**config.mk**
```make
export PLATFORM = sky130hd
export DESIGN_NAME = demux1to4_stream
export DESIGN_NICKNAME = d
export VERILOG_FILES = /design/src/rtl/demux1to4_stream.sv
export SDC_FILE = /design/constraint.sdc
export NUM_CORES = 1
export LEC_CHECK = 0
export CORE_MARGIN = 10
export CORE_UTILIZATION = 50
export DETAILED_ROUTE_END_ITERATION = 16
export HOLD_SLACK_MARGIN = 0.06
export PLACE_DENSITY = 0.86
export REMOVE_ABC_BUFFERS = 1
export SYNTH_ARGS = -nofsm -noshare
export SYNTH_HDL_FRONTEND = slang
export SYNTH_SLANG_ARGS = --single-unit
```
**constraint.sdc**
```tcl
create_clock -name CLK -period 5.1 [get_ports CLK]
set_input_delay 0.51 -clock CLK [delete_from_list [all_inputs] [get_ports CLK]]
set_output_delay 0.51 -clock CLK [all_outputs]
set_load 0.02 [all_outputs]
```
**src/rtl/demux1to4_stream.sv**
```systemverilog
// Registered 1-to-4 stream router. One valid/ready input fans out to four
// valid/ready outputs selected by a one-hot SEL code. Each output owns a
// one-entry holding register. Illegal SEL codes are consumed, dropped and
// counted in a saturating counter with a sticky error flag.
module demux1to4_stream #(
  parameter int BITWIDTH = 32
) (
  input  logic                CLK,
  input  logic                RESETn,
  input  logic [BITWIDTH-1:0] DI,
  input  logic [3:0]          SEL,
  input  logic                DI_VALID,
  output logic                DI_READY,
  output logic [BITWIDTH-1:0] DO0,
  output logic [BITWIDTH-1:0] DO1,
  output logic [BITWIDTH-1:0] DO2,
  output logic [BITWIDTH-1:0] DO3,
  output logic [3:0]          DO_VALID,
  input  logic [3:0]          DO_READY,
  output logic                ERR,
  output logic [7:0]          DROP_CNT,
  input  logic                ERR_CLR
);

  logic                sel_legal;
  logic [3:0]          valid_q;
  logic [3:0]          drain;
  logic [3:0]          slot_free;
  logic [3:0]          load;
  logic                accept;
  logic                illegal_accept;
  logic [BITWIDTH-1:0] data_q [4];
  logic                err_q;
  logic                err_d;
  logic [7:0]          cnt_q;
  logic [7:0]          cnt_d;

  // Handshake: ready depends only on SEL and output-side state, never on DI_VALID.
  always_comb begin
    sel_legal      = (SEL != 4'b0000) && ((SEL & (SEL - 4'd1)) == 4'b0000);
    drain          = valid_q & DO_READY;
    slot_free      = ~valid_q | drain;
    DI_READY       = RESETn & (sel_legal ? |(SEL & slot_free) : 1'b1);
    accept         = DI_VALID & DI_READY;
    illegal_accept = accept & ~sel_legal;
    load           = (accept && sel_legal) ? SEL : 4'b0000;
  end

  genvar gi;
  generate
    for (gi = 0; gi < 4; gi++) begin : g_port
      logic                vld_d;
      logic                vld_q;
      logic [BITWIDTH-1:0] dat_d;
      logic [BITWIDTH-1:0] dat_q;

      // Next state of one holding slot: load wins over drain so a drain and
      // reload in the same cycle keeps the slot full with no bubble.
      always_comb begin
        vld_d = vld_q;
        dat_d = dat_q;
        if (load[gi]) begin
          vld_d = 1'b1;
          dat_d = DI;
        end else if (drain[gi]) begin
          vld_d = 1'b0;
        end
      end

      // Slot registers; reset discards any held word immediately.
      always_ff @(posedge CLK or negedge RESETn) begin
        if (!RESETn) begin
          vld_q <= 1'b0;
          dat_q <= '0;
        end else begin
          vld_q <= vld_d;
          dat_q <= dat_d;
        end
      end

      assign valid_q[gi] = vld_q;
      assign data_q[gi]  = dat_q;
    end
  endgenerate

  // Error bookkeeping: an illegal accept takes priority over a clear request.
  always_comb begin
    err_d = err_q;
    cnt_d = cnt_q;
    if (illegal_accept) begin
      err_d = 1'b1;
      if (ERR_CLR)
        cnt_d = 8'd1;
      else if (cnt_q != 8'hFF)
        cnt_d = cnt_q + 8'd1;
    end else if (ERR_CLR) begin
      err_d = 1'b0;
      cnt_d = 8'd0;
    end
  end

  // Error flag and drop counter registers.
  always_ff @(posedge CLK or negedge RESETn) begin
    if (!RESETn) begin
      err_q <= 1'b0;
      cnt_q <= 8'd0;
    end else begin
      err_q <= err_d;
      cnt_q <= cnt_d;
    end
  end

  assign DO0      = data_q[0];
  assign DO1      = data_q[1];
  assign DO2      = data_q[2];
  assign DO3      = data_q[3];
  assign DO_VALID = valid_q;
  assign ERR      = err_q;
  assign DROP_CNT = cnt_q;

endmodule

```
# --- Word-level counts from Yosys, hierarchy flattened ---
# Cells that the tools add are included.
totals:
  reg_bits: 141
  in_bits: 44
  out_inout_bits: 142
  elab_cells: 50
op_classes:
  addsub: 2
  n_eq_ne: 1
  mux: 16
  bitwise: 9
  reduce_logical: 12
op_table:
  columns: ["op", "count"]
  rows:
  - ["2-to-1 mux 8 bit", 4]
  - ["AND 4 bit", 3]
  - ["nonzero test 2 bit", 6]
  - ["2-to-1 mux 1 bit", 11]
  - ["adder 8 x 1 -> 8 bit, second input constant", 1]
  - ["inequality test 8 bit, second input constant", 1]
  - ["zero test 4 bit", 1]
  - ["2-to-1 mux 4 bit", 1]
  - ["inverter 4 bit", 1]
  - ["OR 4 bit", 1]
  - ["nonzero test 4 bit", 1]
  - ["OR reduction 4 bit", 1]
  - ["subtractor 4 x 1 -> 4 bit, second input constant", 1]
  - ["AND 1 bit", 3]
  - ["logical AND 1 bit", 2]
  - ["AND reduction 2 bit", 1]
  - ["inverter 1 bit", 1]

# --- Depth between registers and ports, before layout ---
# Gate-level depths: netlist of the first run.
logic_depth:
  depth_word: 10
  mapped_depth: 7
  ltp_nobuf: 5

# --- Worst setup path before layout of the first run ---
# OpenSTA, ideal clock, no wires.
synth_timing:
  path_type: "in2out"
  startpoint: "in SEL[3]"
  endpoint: "out DI_READY"
  t_arrival_ns: 1.882
  required_ns: 4.590
  slack_ns: 2.708
  path_stages: 5
  path_buffers: 2
  path_cell_list: "or4b_1 > o311ai_1 > buf_4 > clkbuf_1 > a21boi_0"
synth_between:
  elab_chain_cells: 6
  word_cells_on_any_way: 9
  classes_between: "add/sub: 1; mux: 1; bitwise: 3; reduce/logical: 4"
synth_lines:
  columns: ["item", "line", "source"]
  rows:
  - ["from (decl)", "11", "input logic [3:0] SEL,"]
  - ["subtractor 4 x 1 -> 4 bit", "40", "sel_legal = (SEL != 4'b0000) && ((SEL & (SEL - 4'd1)) == 4'b0000);"]
  - ["AND 4 bit", "40", null]
  - ["zero test 4 bit", "40", null]
  - ["logical AND 1 bit", "40", null]
  - ["2-to-1 mux 1 bit (*)", "43", "DI_READY = RESETn & (sel_legal ? |(SEL & slot_free) : 1'b1);"]
  - ["AND 1 bit (*)", "43", null]
  - ["to (decl)", "13", "output logic DI_READY,"]
# Every way passes the cells marked *; elsewhere a longest branch is shown, timed or not.

# --- Worst setup path in the final report of the first run ---
layout_timing:
  startpoint: "in SEL[0]"
  endpoint: "out DI_READY"
# The elaborated chain is that of the path after synthesis.

==> out/qor.yml, run 1 <==
synth_commonest_cells: "dfrtp_1, mux2_1, mux2_2, mux2_4, buf_4"
port-buffer-count: 185
die_h_microns: 127.2
cp_top_family: "compound AO/OA/AOI/OAI gates"
grt_max_degree: 79
gp_congestion: 0.8086
dp.cells: 668
yosysTopAreaCell: "dfrtp_1"
worstPathArrival_ns: 3.14
clock_skew_ns: 0.007947
synthTopCellsByArea: "dfrtp_1, mux2_1, mux2_2"
cp-start-kind: "primary input"
yosysWarnings: 0
switchingPower_w: 0.001313
p_total_w: 0.004441
instances_no_fill: 699
swShare: 0.2958
pwr-share-seq: 0.359
grt-ovfl-total: 0
tritoncts: "built"
rsz0062_at_grt: "no"
drv_cap: 0
grt_pass1_wl_microns: 23780
drt_pass1_iterations: 4
ys_async_sr_fraction: 1.000
timing.rr.start: "g_port[2].vld_q"
final_hold_viol_count: 0
fin_crit_ns: 3.654
final-max-slew-violation-count: 0
clk_path_buf_depth: 2
ctsResizeCount: 0
max_slew_margin: 0.1397
cts_buffers: 17
syn_avg_cell_area_sq_um: 15.90
grt_use_total: 0.1862
yosysSeqAreaShare: 0.6146
fmax_mhz: 273.7
timing.final.crit_share: 0.7165
hpwlAfterDp_microns: 10830
path_clk_slew_ns: 0.06
critPathSlowestCell: "o311ai_2"
io_pins: 186
irDropWorstVdd_mv: 0.3074
crit_type: "in -> out"
synth.most_common_cell: "dfrtp_1"
drive_gt1_frac: 0.1996
cp.required_ns: 4.59
finalCoreUtilization: 0.7315
die-width_microns: 127.2
startpoint: "SEL[0]"
fin_hold_ws_ns: 0.1105
start_util: 0.5071
final_antenna_net_count: 0
setup_viol: 0
critPathMaxFanout: 20
netlist_instances: 361
dieArea_sq_mm: 0.01617
area_growth_pct: 44.27
wl_per_cell_microns: 21.42
hp-class: "in -> async"
diodes: 0
clkLatencyLatePin_ns: 0.40
clockPowerShare: 0.310
powerDensity_mw_per_mm2: 536.2
cp_common_cell: "clkdlybuf4s50_1"
htreeDepth: 4
critPathMaxStageDelay_ns: 1.03
core_sq_mm: 0.01132
synthFlopType: "dfrtp_1"
end_kind: "primary output"
finalNetCount: 589
setup-tns-final_ns: 0
p_int_w: 0.003127
p_leak_nw: 3.652
cts_setup_buffers: 0
worstMarginPinSlew_ns: 1.288
grt_pass1_vias: 4111
status: "finished, final reports clean"
rows: 39
path_cells: "clkdlybuf4s50_1 > xnor2_1 > o311ai_2 > a21boi_0 > clkdlybuf4s50_1"
viasPerCell: 5.265
path_buf_inv: 2
wl_microns: 14970
cts-hold-fix-buffers: 0
route.detailed.drc: 0
first_iter_violations: 274
synth.distinct_cells: 38
route.vias.total: 3680
comb_power_share: 0.331
ys_ff_latch: 141
antenna_found_initial: 0
syn_area_sq_mm: 0.005741
netlist.area_leader.share: 0.6146
cts.sinks: 141
synth_edf_count: 0
cts-root-buf: "clkbuf_16"
## metrics by stage
step / setup slack, ns / instance area (sq um)
after detailed placement: 1.174 / 7606
final: 1.446 / 8282
after global placement: 1.441 / 7606
after global routing: 1.251 / 8282
after CTS: 1.421 / 8282
after floorplan: 1.657 / 5548
## cell type report
class,count,area [sq um]
clock buffers,22,494.2
clock inverters,9,181.4
fillers,750,3039
inverters,9,33.78
multi-input cells,188,1997
flip-flops and latches,141,3528
well taps,143,178.9
repair buffers,187,1868
## kinds of logic after synthesis
logic type / share of synthesized area
mux: 0.2701
simple gates: 0.02986
compound gates: 0.04229
fa+ha+maj: 0.002179
flops: 0.6146
buf+inv: 0.03945
xor+xnor: 0.001526
## sequential cells by signal, summed over array words and instances, names as in the netlist
register      cells
DO0              32
DO1              32
DO2              32
DO3              32
DROP_CNT          8
g_port.vld_q      4
ERR               1
## power groups by stage
stage | Clock, W | Sequential [W] | Combinational [W]
global route | 0.00145 | 0.00164 | 0.00155
finish | 0.00138 | 0.00160 | 0.00147
detailed placement | 0 | 0.00161 | 0.00149
CTS | 0.00140 | 0.00160 | 0.00150
floorplan | 0 | 0.00197 | 0.000294
global placement | 0 | 0.00159 | 0.00146
## final timing paths
path,slack [ns],depth (start not counted),end
max,1.45,5,DI_READY
min,0.11,1,DO0[3]
max reg2reg,2.68,5,DO3[31]
min reg2reg,0.48,1,DO1[3]
max in group asynchronous,3.66,2,DO1[11]
min in group CLK,0.48,1,DO1[3]
## routing by layer
layer / GRT usage / wire length [microns] / vias up / part of all wire
met5: 0 / 0 / - / 0
met4: 0.05224 / 213 / 0 / 0.014
met3: 0.06948 / 1144 / 14 / 0.076
met2: 0.3220 / 7826 / 132 / 0.52
met1: 0.2111 / 5787 / 1860 / 0.39
li1: - / - / 1674 / -
## cells in the final DEF, fill, tap and decap left out, types with 2 or more instances in the layout
cell	synthesis	routed
or4_1	5	5
nor2_1	2	2
o21ai_0	3	3
o311ai_0	2	2
clkinvlp_4	0	3
or2_2	2	2
clkbuf_16	0	17
o2111a_2	0	3
or4b_1	2	2
buf_4	10	2
mux2_1	58	58
nand2b_1	5	5
inv_1	9	9
mux2_4	29	29
nand2_1	6	6
a21oi_1	4	4
bufinv_16	0	5
o31ai_1	4	4
nand3_1	2	2
o41ai_1	2	2
a21o_1	3	3
dfrtp_1	141	141
mux2_2	41	41
clkdlybuf4s50_1	0	184
a22o_1	2	2
clkbuf_8	0	5
## worst reg2reg max path, delay by kind of cell (launching register included)
family | cells | cell delay [ns]
mux | 1 | 0.40
flops | 1 | 0.36
buf+inv | 1 | 0.46
compound gates | 2 | 1.03
simple gates | 1 | 0.06
No activity file was read; power rests on OpenSTA's default activity.
==> run 2: changes to the inputs <==
- CORE_UTILIZATION: 50 -> 42
- PLACE_DENSITY: 0.86 -> 0.77
- clock period: 5.1 -> 3.3 ns (I/O delays scaled with it)
==> out/qor.yml, run 2 (synthesized netlist as in run 1, its figures left out) <==
powerDensity_mw_per_mm2: 801.7  # +50%
fmax_mhz: 365.8
clk_path_buf_depth: 2  # unchanged
p_leak_nw: 3.694  # +1.2%
drive_gt1_frac: 0.2021  # +0.002487
core_sq_mm: 0.01330  # +17%
dieArea_sq_mm: 0.01874  # +16%
cts-root-buf: "clkbuf_16"
critPathSlowestCell: "or4b_1"
first_iter_violations: 187  # -32%
cts.sinks: 141  # unchanged
setup-tns-final_ns: 0  # unchanged
gp_congestion: 0.7732  # -4.4%
critPathMaxFanout: 6  # -70%
critPathMaxStageDelay_ns: 0.59  # -0.44 ns
die_h_microns: 136.9  # +7.7%
multi_input_area_sq_mm: 0.001997  # unchanged
ctsResizeCount: 0  # unchanged
start_util: 0.4318  # -0.07530
route.vias.total: 3693  # +0.35%
mostFrequentLayoutCells: "clkdlybuf4s50_1, dfrtp_1, mux2_1, mux2_2, mux2_4"
tritoncts: "built"
final_antenna_net_count: 0  # unchanged
rsz0062_at_grt: "no"
htreeDepth: 4  # unchanged
crit_type: "in -> out"
path_cells: "clkdlybuf4s50_1 > or4b_1 > o311ai_2 > a21boi_0 > clkdlybuf4s50_1"
grt_pass1_vias: 4238  # +3.1%
grt_use_total: 0.1663  # -0.01988
antenna_found_initial: 0  # unchanged
hpwlAfterDp_microns: 10990  # +1.5%
regArea_sq_mm: 0.003528  # unchanged
finalNetCount: 597  # +1.4%
path_clk_slew_ns: 0.06  # about the same
area_growth_pct: 46.14
grt_pass1_wl_microns: 24040  # +1.1%
grt_max_degree: 76  # -3.8%
diodes: 0  # unchanged
route.detailed.drc: 0  # unchanged
clock_skew_ns: 0.004536  # -0.003411 ns
viasPerCell: 4.991  # -5.2%
rows: 42  # +7.7%
finalCoreUtilization: 0.6310  # -0.1005
layout.cell_area.non_filler_sq_mm: 0.008389  # +1.3%
clkLatencyLatePin_ns: 0.41  # about the same
end_kind: "primary output"
die-width_microns: 136.9  # +7.7%
cp_common_cell: "clkdlybuf4s50_1"
io_pins: 186  # unchanged
irDropWorstVdd_mv: 0.5098  # +66%
placed_cell_area_sq_mm: 0.007762  # +2.1%
drt_pass1_iterations: 4  # unchanged
fill_cells: 965  # +29%
wl_per_cell_microns: 20.60  # -3.8%
status: "finished, final reports clean"
setup_viol: 0  # unchanged
worstMarginPinSlew_ns: 0.9429  # -0.3455 ns
worst_slack_ns: 0.5663  # -0.8797 ns
max_slew_margin: 0.3714  # +0.2317
port-buffer-count: 185  # unchanged
cp-start-kind: "primary input"
worstPathArrival_ns: 2.40  # -0.74 ns
final_common_cell: "clkdlybuf4s50_1"
wl_microns: 15240  # +1.8%
final-max-slew-violation-count: 0  # unchanged
final_hold_viol_count: 0  # unchanged
timing.final.crit_share: 0.8284
cts_buffers: 17  # unchanged
hp-class: "in -> async"
post-place-ws_ns: 0.5750  # -0.5993 ns
fin_crit_ns: 2.734
cp.required_ns: 2.97  # -1.62 ns
grt-ovfl-total: 0  # unchanged
drv_cap: 0  # unchanged
run 2: cell types whose count changed in the layout (fill, tap and decap cells not counted), sizes merged:
cell / change
clkinvlp: -3
buf: +7
clkinv: +2
bufinv: -1
dlygate4sd3: +1
clkbuf: +2
run 2: final cells by class:
cell class | instances | share of cell area
flip-flops and latches | 141 | 0.4206
inverters | 9 | 0.004027
well taps | 176 | 0.02625
repair buffers | 195 | 0.2376
clock buffers | 24 | 0.05742
multi-input cells | 188 | 0.2380
clock inverters | 7 | 0.01611
run 2: repair_timing:
item,CTS,global route
endpoints found under the hold margin,16,0
hold buffers,1,0
setup buffers,0,0
run 2: path summary, 6_finish.rpt:
| path | startpoint | to | slack [ns] | cells after the start |
|---|---|---|---|---|
| max | SEL[3] | DI_READY | 0.57 | 5 |
| min | RESETn | DO2[2] | 0.33 | 2 |
| max reg2reg | g_port[2].vld_q | DO3[31] | 1.48 | 5 |
| min reg2reg | DO2[21] | DO2[21] | 0.48 | 1 |
| max in group asynchronous | RESETn | DO0[24] | 1.79 | 3 |
| min in group CLK | DO2[21] | DO2[21] | 0.48 | 1 |
run 2: through the flow:
stage | hold slack, ns | cells | total power, W
2_1_floorplan | 0.03441 | 338 | 0.003501
3_3_place_gp | 0.1743 | 708 | 0.004735
3_5_place_dp | 0.1759 | 708 | 0.004808
4_1_cts | 0.3154 | 740 | 0.006823
5_1_grt | 0.3423 | 740 | 0.007044
6_report | 0.3332 | 740 | 0.006726
run 2: routing by layer:
layer | up-vias | GRT usage | wire length, microns
met5 | - | 0 | 0
met4 | 0 | 0.05211 | 173
met3 | 15 | 0.06525 | 1199
met2 | 111 | 0.2829 | 7848
met1 | 1898 | 0.1884 | 6020
li1 | 1669 | - | -
run 2: worst max-delay path: cells and delay by family:
kind / cells / cell delay, ns
buf+inv: 2 / 1.12
simple gates: 1 / 0.59
compound gates: 2 / 0.37
run 2: report_power, final:
| group | total [W] | switching, W | internal (W) |
|---|---|---|---|
| Clock | 0.00198 | 0.000663 | 0.00132 |
| Combinational | 0.00228 | 0.00108 | 0.00120 |
| Sequential | 0.00247 | 0.000261 | 0.00220 |
| Total | 0.00673 | 0.00201 | 0.00472 |
